<file path="src/rtl/dcache_ctrl.sv">
// Data-cache controller: load hit/miss handling, write-through/write-allocate
// stores, and hit/miss statistics between the LSU, dcachemem and memory bus.
module dcache_ctrl #(
    parameter int IDX_BITS = 5,
    parameter int TAG_BITS = 8
) (
    input  logic                clock,
    input  logic                reset,
    input  logic                proc_req,
    input  logic                proc_wr,
    input  logic [63:0]         proc_addr,
    input  logic [63:0]         proc_wr_data,
    output logic                proc_done,
    output logic [63:0]         proc_rd_data,
    output logic [1:0]          proc2mem_command,
    output logic [63:0]         proc2mem_addr,
    output logic [63:0]         proc2mem_data,
    input  logic [3:0]          mem2proc_response,
    input  logic [63:0]         mem2proc_data,
    input  logic [3:0]          mem2proc_tag,
    output logic                cache_en,
    output logic                cache_wr_en,
    output logic [IDX_BITS-1:0] cache_wr_idx,
    output logic [IDX_BITS-1:0] cache_rd_idx,
    output logic [TAG_BITS-1:0] cache_wr_tag,
    output logic [TAG_BITS-1:0] cache_rd_tag,
    output logic [63:0]         cache_wr_data,
    input  logic [63:0]         cache_rd_data,
    input  logic                cache_rd_valid,
    output logic [31:0]         hit_count,
    output logic [31:0]         miss_count
);

    localparam logic [1:0] IDLE  = 2'd0;
    localparam logic [1:0] MREQ  = 2'd1;
    localparam logic [1:0] MWAIT = 2'd2;
    localparam logic [1:0] SREQ  = 2'd3;

    localparam logic [1:0] CMD_NONE  = 2'd0;
    localparam logic [1:0] CMD_LOAD  = 2'd1;
    localparam logic [1:0] CMD_STORE = 2'd2;

    logic [1:0]  state_q;
    logic [1:0]  state_d;
    logic [63:3] addr_q;
    logic [63:0] data_q;
    logic [3:0]  pend_tag_q;
    logic [3:0]  pend_tag_d;
    logic [31:0] hit_count_q;
    logic [31:0] miss_count_q;
    logic        latch_req;
    logic        hit_inc;
    logic        miss_inc;
    logic        unused_addr_lsb;

    assign unused_addr_lsb = ^proc_addr[2:0];

    assign cache_rd_idx = proc_addr[IDX_BITS+2:3];
    assign cache_rd_tag = proc_addr[TAG_BITS+IDX_BITS+2:IDX_BITS+3];
    assign cache_wr_idx = addr_q[IDX_BITS+2:3];
    assign cache_wr_tag = addr_q[TAG_BITS+IDX_BITS+2:IDX_BITS+3];

    assign proc2mem_addr = {addr_q, 3'b000};
    assign proc2mem_data = data_q;
    assign hit_count     = hit_count_q;
    assign miss_count    = miss_count_q;

    always_comb begin
        state_d          = state_q;
        pend_tag_d       = pend_tag_q;
        proc_done        = 1'b0;
        proc_rd_data     = 64'd0;
        proc2mem_command = CMD_NONE;
        cache_en         = 1'b0;
        cache_wr_en      = 1'b0;
        cache_wr_data    = data_q;
        latch_req        = 1'b0;
        hit_inc          = 1'b0;
        miss_inc         = 1'b0;
        unique case (state_q)
            IDLE: begin
                // IDLE outputs follow inputs, so hold them quiet in reset
                if (proc_req && !reset) begin
                    if (!proc_wr) begin
                        cache_en = 1'b1;
                        if (cache_rd_valid) begin
                            proc_done    = 1'b1;
                            proc_rd_data = cache_rd_data;
                            hit_inc      = 1'b1;
                        end else begin
                            latch_req = 1'b1;
                            miss_inc  = 1'b1;
                            state_d   = MREQ;
                        end
                    end else begin
                        latch_req = 1'b1;
                        state_d   = SREQ;
                    end
                end
            end
            MREQ: begin
                proc2mem_command = CMD_LOAD;
                if (mem2proc_response != 4'd0) begin
                    pend_tag_d = mem2proc_response;
                    state_d    = MWAIT;
                end
            end
            MWAIT: begin
                if (mem2proc_tag == pend_tag_q) begin
                    cache_en      = 1'b1;
                    cache_wr_en   = 1'b1;
                    cache_wr_data = mem2proc_data;
                    proc_done     = 1'b1;
                    proc_rd_data  = mem2proc_data;
                    state_d       = IDLE;
                end
            end
            SREQ: begin
                proc2mem_command = CMD_STORE;
                if (mem2proc_response != 4'd0) begin
                    cache_en    = 1'b1;
                    cache_wr_en = 1'b1;
                    proc_done   = 1'b1;
                    state_d     = IDLE;
                end
            end
            default: state_d = IDLE;
        endcase
    end

    always_ff @(posedge clock or posedge reset) begin
        if (reset) begin
            state_q      <= IDLE;
            addr_q       <= '0;
            data_q       <= '0;
            pend_tag_q   <= '0;
            hit_count_q  <= '0;
            miss_count_q <= '0;
        end else begin
            state_q    <= state_d;
            pend_tag_q <= pend_tag_d;
            if (latch_req) begin
                addr_q <= proc_addr[63:3];
                if (proc_wr)
                    data_q <= proc_wr_data;
            end
            if (hit_inc)
                hit_count_q <= hit_count_q + 32'd1;
            if (miss_inc)
                miss_count_q <= miss_count_q + 32'd1;
        end
    end

endmodule

</file>
<file path="config.mk">
export PLATFORM = sky130hd
export DESIGN_NAME = dcache_ctrl
export DESIGN_NICKNAME = d
export VERILOG_FILES = /design/src/rtl/dcache_ctrl.sv
export SDC_FILE = /design/constraint.sdc
export NUM_CORES = 1
export LEC_CHECK = 0
export CORE_AREA = 2 2 239 241
export DETAILED_ROUTE_END_ITERATION = 16
export DIE_AREA = 0 0 241 243
export HOLD_SLACK_MARGIN = 0.15
export PLACE_DENSITY = 0.56
export SLEW_MARGIN = 20
export SYNTH_ARGS = -nofsm -noshare
export SYNTH_HDL_FRONTEND = slang
export SYNTH_SLANG_ARGS = --single-unit
</file>
<file path="constraint.sdc">
create_clock -name clock -period 7.8 [get_ports clock]
set_input_delay 1.56 -clock clock [delete_from_list [all_inputs] [get_ports clock]]
set_output_delay 1.56 -clock clock [all_outputs]
set_load 0.1 [all_outputs]
</file>
==> results.py, run 1 <==
metrics = {
    "timing": {
        "period_share_pct": 82.1,
        "fmax_ghz": 0.156,
        "hold_viol": 0,
        "skew_ps": 9.69,
        "setup_tns_ps": 0,
        "min_period_ps": 6400,
        "rsz0062_at_grt": "false",
        "setup_viol_count_final": 0,
        "relSlewSlack_pct": 25.7,
        "tightest_slew_ps": 1110,
        "slew_violations": 0,
    },
    "worst_setup_path": {
        "worstReg2RegEnd": "proc2mem_data[44]",
        "path_class": "input pin to output port",
        "cp_max_fo": 16,
        "r2r_cells": 3,
        "critPathArrivalTime_ps": 4840,
        "r2r_slack_ps": 5300,
        "start_kind": "input pin",
        "worstReg2RegStart": "state_q[0]",
        "setup.worst_path.end_class": "output port",
        "cp.required_ps": 6240,
    },
    "die": {
        "initial_utilization_pct": 17.0,
        "die_w_um": 241,
        "placementRows": 87,
        "dieArea_um2": 58600,
        "die_y_um": 243,
        "pin_count": 620,
        "fp.coreArea_um2": 56000,
    },
    "hold_path": {
        "min_path_type": "register to register",
        "hold-path-cell-count": 1,
        "hp-start": "hit_count[31]",
        "worstHoldEndpoint": "hit_count[31]",
    },
    "global_route": {
        "grt_max_degree": 126,
        "grt-ovfl-total": 0,
        "grt.total_usage_pct": 15.0,
        "antenna_found_initial": 6,
        "grt_pass1_wl_mm": 62.2,
        "grt_pass1_vias": 8681,
    },
    "synthesis": {
        "post-synth-top-count-cell": "dfrtp_1",
        "synth_top_area_cell": "dfrtp_1",
        "ys.flop_type": "dfrtp_1",
        "synth_top_family_by_area": "multiplexers",
        "synth_edf_count": 0,
        "yosysWarnings": 0,
        "synth_simple_gate_area_share_pct": 8.70,
        "synthMuxAreaShare_pct": 22.7,
        "synthTopCellsByCount": "dfrtp_1, mux2_2, a22o_1",
        "synth_xor_xnor_area_share_pct": 6.07,
        "synth_compound_area_share_pct": 6.39,
        "ys_ff_latch": 195,
        "syn-cell-area_um2": 9520,
        "synth_fa_ha_area_share_pct": 0.263,
        "yosysSeqAreaShare_pct": 51.3,
        "synth_top_area_share_pct": 51.3,
        "async_flop_share_pct": 100,
        "yosys-top-cells-area": "dfrtp_1, mux2_2, a22o_1, xnor2_1, buf_4",
        "synth.distinct_cells": 37,
        "syn-instance-count": 736,
        "synth.avg_cell_area_um2": 12.9,
    },
    "clock_network": {
        "cts_resized": 0,
        "postCtsSetupRepairBufs": 0,
        "cts_max_path_buffers": 2,
        "cts_tree": "yes",
        "clk_pin_slew_ps": 70,
        "clock_latency_ps": 490,
        "h-tree-depth": 4,
        "hold_buffers": 0,
        "cts_num_sinks": 195,
        "cts_buffers": 17,
        "cts_root_buf": "clkbuf_16",
    },
    "drt": {
        "via_per_inst": 4.05,
        "vias": 8418,
        "drc": 0,
        "wl_per_cell_um": 21.3,
        "dr.first_iter.drc_count": 317,
        "drtPass1Iterations": 4,
        "drtAntennaViolNets": 0,
        "wl_mm": 44.3,
    },
    "place": {
        "dp_hpwl_mm": 35.2,
        "gp_congestion": 0.874,
        "portBuffers": 613,
    },
    "cells_and_area": {
        "syn_to_final_growth_pct": 75.4,
        "regArea_um2": 4880,
        "nets": 1574,
        "drive_above_1_share_pct": 23.7,
        "multi_input_area_um2": 4250,
        "finalCoreUtilization_pct": 29.8,
        "num-fill-cells": 5785,
    },
    "status": {
        "status": "finished clean",
    },
    "flow_run": {
        "cap_violations": 0,
    },
}
==> cell type report <==
cell class	count	share of cell area (%)
antenna	5	0.0749
clock buffer	17	2.55
clock inverter	14	0.884
inverter	3	0.112
multi-input combinational	467	25.4
sequential	195	29.2
tap	756	5.66
timing repair buffer	619	36.1
==> critical path: stages <==
cell and delay, ps:
clkdlybuf4s50_1 480, xnor2_1 120, nand3_1 140, nor4b_4 730, buf_4 400, mux2_2 410
clkdlybuf4s50_1 980
==> stage by stage <==
stage	cell area (um2)	worst slack, ps	hold slack [ps]	cells
floorplan	9530	928	486	738
global placement	16100	1330	463	2040
detailed placement	16100	1340	464	2040
CTS	16700	1320	477	2071
global route	16700	1200	497	2073
finish	16700	1400	467	2076
==> state kept, by name, indices dropped and copies added, names as in the netlist <==
| register | cells |
|---|---|
| addr_q | 61 |
| hit_count | 32 |
| miss_count | 32 |
| pend_tag_q | 4 |
| proc2mem_data | 64 |
| state_q | 2 |
==> routing by layer <==
metal | GRT usage, % | vias to the layer above | routed length [um]
met4 | 4.79 | 2 | 911
met2 | 25.6 | 341 | 22700
met5 | 0 | - | 13
li1 | - | 3803 | -
met3 | 5.33 | 37 | 3180
met1 | 17.4 | 4235 | 17500
==> cell usage in the layout (no fill, tap or decap), types with 3 or more instances in the layout <==
cell type	n
nor4_1	3
nor2_1	7
clkbuf_16	17
nand3_1	30
nor4_4	4
xor2_1	8
nor3_1	5
diode_2	5
clkinv_4	4
xnor2_1	58
and4_1	7
dfrtp_1	195
and3_1	9
mux2_2	191
conb_1	3
a22o_1	68
and2_1	3
clkdlybuf4s50_1	544
nand2_1	22
nand4_1	26
inv_6	3
inv_8	3
buf_4	74
==> worst max path at each step <==
stage                     slack [ps]  cells after the start             from                end
after detailed placement        1340                      7  mem2proc_tag[2]   proc_rd_data[60]
after global placement          1330                      7  mem2proc_tag[2]   proc_rd_data[60]
final                           1400                      7  mem2proc_tag[2]  cache_wr_data[61]
after global routing            1200                      7  mem2proc_tag[2]   proc_rd_data[60]
after floorplan                  930                      1            reset         addr_q[10]
after CTS                       1320                      7  mem2proc_tag[2]   proc_rd_data[60]
==> logic make-up after synthesis <==
kind of cell	after synthesis
flip-flops	195
XOR/XNOR	66
AND/OR/NAND/NOR	134
adder cells (fa/ha/maj)	2
AO/OA/AOI/OAI	70
buffers and inverters	76
other	1
multiplexers	192
Power of run 1 is not shown: default switching activity piles up to over one toggle a cycle in this logic, so the estimate is an artifact.
==> run 2, diff against run 1 <==
==> constraint.sdc (replaced) <==
create_clock -name clock -period 6.1 [get_ports clock]
set_input_delay 1.22 -clock clock [delete_from_list [all_inputs] [get_ports clock]]
set_output_delay 1.22 -clock clock [all_outputs]
set_load 0.1 [all_outputs]
==> run 2 against run 1 <==
Net effect:
- register-to-register slack worse by 1900 ps
- first-iteration DRC count is 2.2% higher
- sequential share of layout area is 0.94 points lower
- wire length is 4.2% higher
- critical path depth is 1 lower
- highest routed layer unchanged
- largest cell class unchanged
- core utilization is 0.99 points higher
- clock skew is 6.4 ps higher
- via count is 0.51% higher
- design area is 3.3% higher
==> results.py, run 2 (synthesis results as in run 1) <==
metrics = {
    "status": {
        "status": "finished clean",
    },
    "die": {
        "die_y_um": 243,
        "die_w_um": 241,
        "fp.coreArea_um2": 56000,
        "placementRows": 87,
        "dieArea_um2": 58600,
        "initial_utilization_pct": 17.0,
        "pin_count": 620,
    },
    "hold_path": {
        "hp-start": "hit_count[31]",
        "worstHoldEndpoint": "hit_count[31]",
        "min_path_type": "register to register",
        "hold-path-cell-count": 1,
    },
    "worst_setup_path": {
        "worstReg2RegStart": "state_q[0]",
        "cp_max_fo": 40,
        "r2r_slack_ps": 3440,
        "cp_top_family": "simple AND/OR/NAND/NOR gates",
        "path_buf_inv": 3,
        "critical_path.slowest_cell": "and3_4",
        "setup.worst_path.end_class": "output port",
        "path_class": "input pin to output port",
        "path_cells": "clkdlybuf4s50_1 -> nor4b_1 -> and3_4 -> buf_4 -> a22o_1 -> buf_12",
        "start_kind": "input pin",
        "critPathArrivalTime_ps": 3880,
        "r2r_cells": 4,
        "max_stage_delay_ps": 660,
        "cp.required_ps": 4880,
        "worstReg2RegEnd": "hit_count[1]",
    },
    "cells_and_area": {
        "num-fill-cells": 5755,
        "final_cell_mix": "clkdlybuf4s50_1, dfrtp_1, mux2_2",
        "largest_reg_flops": 64,
        "syn_to_final_growth_pct": 81.3,
        "layout_commonest_cell": "clkdlybuf4s50_1",
        "drive_above_1_share_pct": 28.6,
        "stdcell_area_um2": 17300,
        "nets": 1581,
        "finalCoreUtilization_pct": 30.8,
    },
    "timing": {
        "slew_violations": 0,
        "period_share_pct": 83.5,
        "fmax_ghz": 0.196,
        "relSlewSlack_pct": 26.3,
        "setup_tns_ps": 0,
        "setup_viol_count_final": 0,
        "skew_ps": 16.1,
        "rsz0062_at_grt": "false",
        "hold_viol": 0,
        "fin_ws_ps": 1000,
        "min_period_ps": 5100,
        "tightest_slew_ps": 1100,
    },
    "flow_run": {
        "cap_violations": 0,
    },
    "global_route": {
        "grt_max_degree": 116,
        "antenna_found_initial": 11,
        "grt_pass1_wl_mm": 64.5,
        "grt_pass1_vias": 8858,
        "grt-ovfl-total": 0,
        "grt.total_usage_pct": 15.6,
    },
    "clock_network": {
        "clk_pin_slew_ps": 70,
        "cts_max_path_buffers": 2,
        "h-tree-depth": 4,
        "cts_buffers": 17,
        "cts_tree": "yes",
        "cts_resized": 0,
        "clock_latency_ps": 490,
        "postCtsSetupRepairBufs": 0,
        "hold_buffers": 0,
        "cts_num_sinks": 195,
        "cts_root_buf": "clkbuf_16",
    },
    "drt": {
        "via_per_inst": 4.06,
        "drc": 0,
        "drtAntennaViolNets": 0,
        "vias": 8461,
        "dr.first_iter.drc_count": 324,
        "wl_per_cell_um": 22.2,
        "wl_mm": 46.2,
        "drtPass1Iterations": 6,
    },
    "place": {
        "placed_cell_area_um2": 16600,
        "gp_congestion": 0.869,
        "portBuffers": 613,
        "dp_hpwl_mm": 37.5,
        "dpl_worst_slack_ps": 991,
    },
}
run 2: cell types whose count changed in the layout (fill, tap and decap cells not counted), sizes merged, moves of 3 or more:
cell,previous run,this run
clkbuf,17,23
inv,8,4
clkdlybuf4s50,544,482
buf,75,144
clkinvlp,1,4
clkinv,7,2
run 2: worst max-delay path by stage:
stage | start | to | slack (ps) | cells past startpoint
floorplan | mem2proc_tag[0] | proc_rd_data[10] | 1660 | 6
global placement | reset | proc_rd_data[55] | 1040 | 6
detailed placement | reset | proc_rd_data[8] | 990 | 6
CTS | reset | proc_rd_data[8] | 980 | 6
global route | reset | proc_rd_data[6] | 790 | 6
finish | reset | proc_rd_data[55] | 1000 | 6
run 2: per-stage QoR:
stage / cells / hold slack, ps
6_report: 2083 / 476
2_1_floorplan: 738 / 486
4_1_cts: 2079 / 476
3_5_place_dp: 2047 / 466
3_3_place_gp: 2047 / 462
5_1_grt: 2080 / 507
run 2: cell type report:
type	count	area (um2)	area share [%]
Sequential cell	195	4880	28.3
Clock buffer	23	478	2.77
Inverter	3	15.0	0.0870
Clock inverter	9	120	0.696
Tap cell	756	946	5.48
Multi-Input combinational cell	467	4250	24.6
Antenna cell	4	10.0	0.0580
Timing Repair Buffer	626	6560	38.0
run 2: routing by layer:
layer | vias to the layer above | global-route usage, % | share of wire [%] | routed length (um)
met4 | 6 | 4.12 | 2.0 | 928
met2 | 355 | 27.0 | 51 | 23500
met1 | 4235 | 18.0 | 39 | 18000
met3 | 52 | 5.65 | 8.0 | 3710
li1 | 3813 | - | - | -
met5 | - | 0 | 0.063 | 29
Power of run 2 is left out for the same reason.
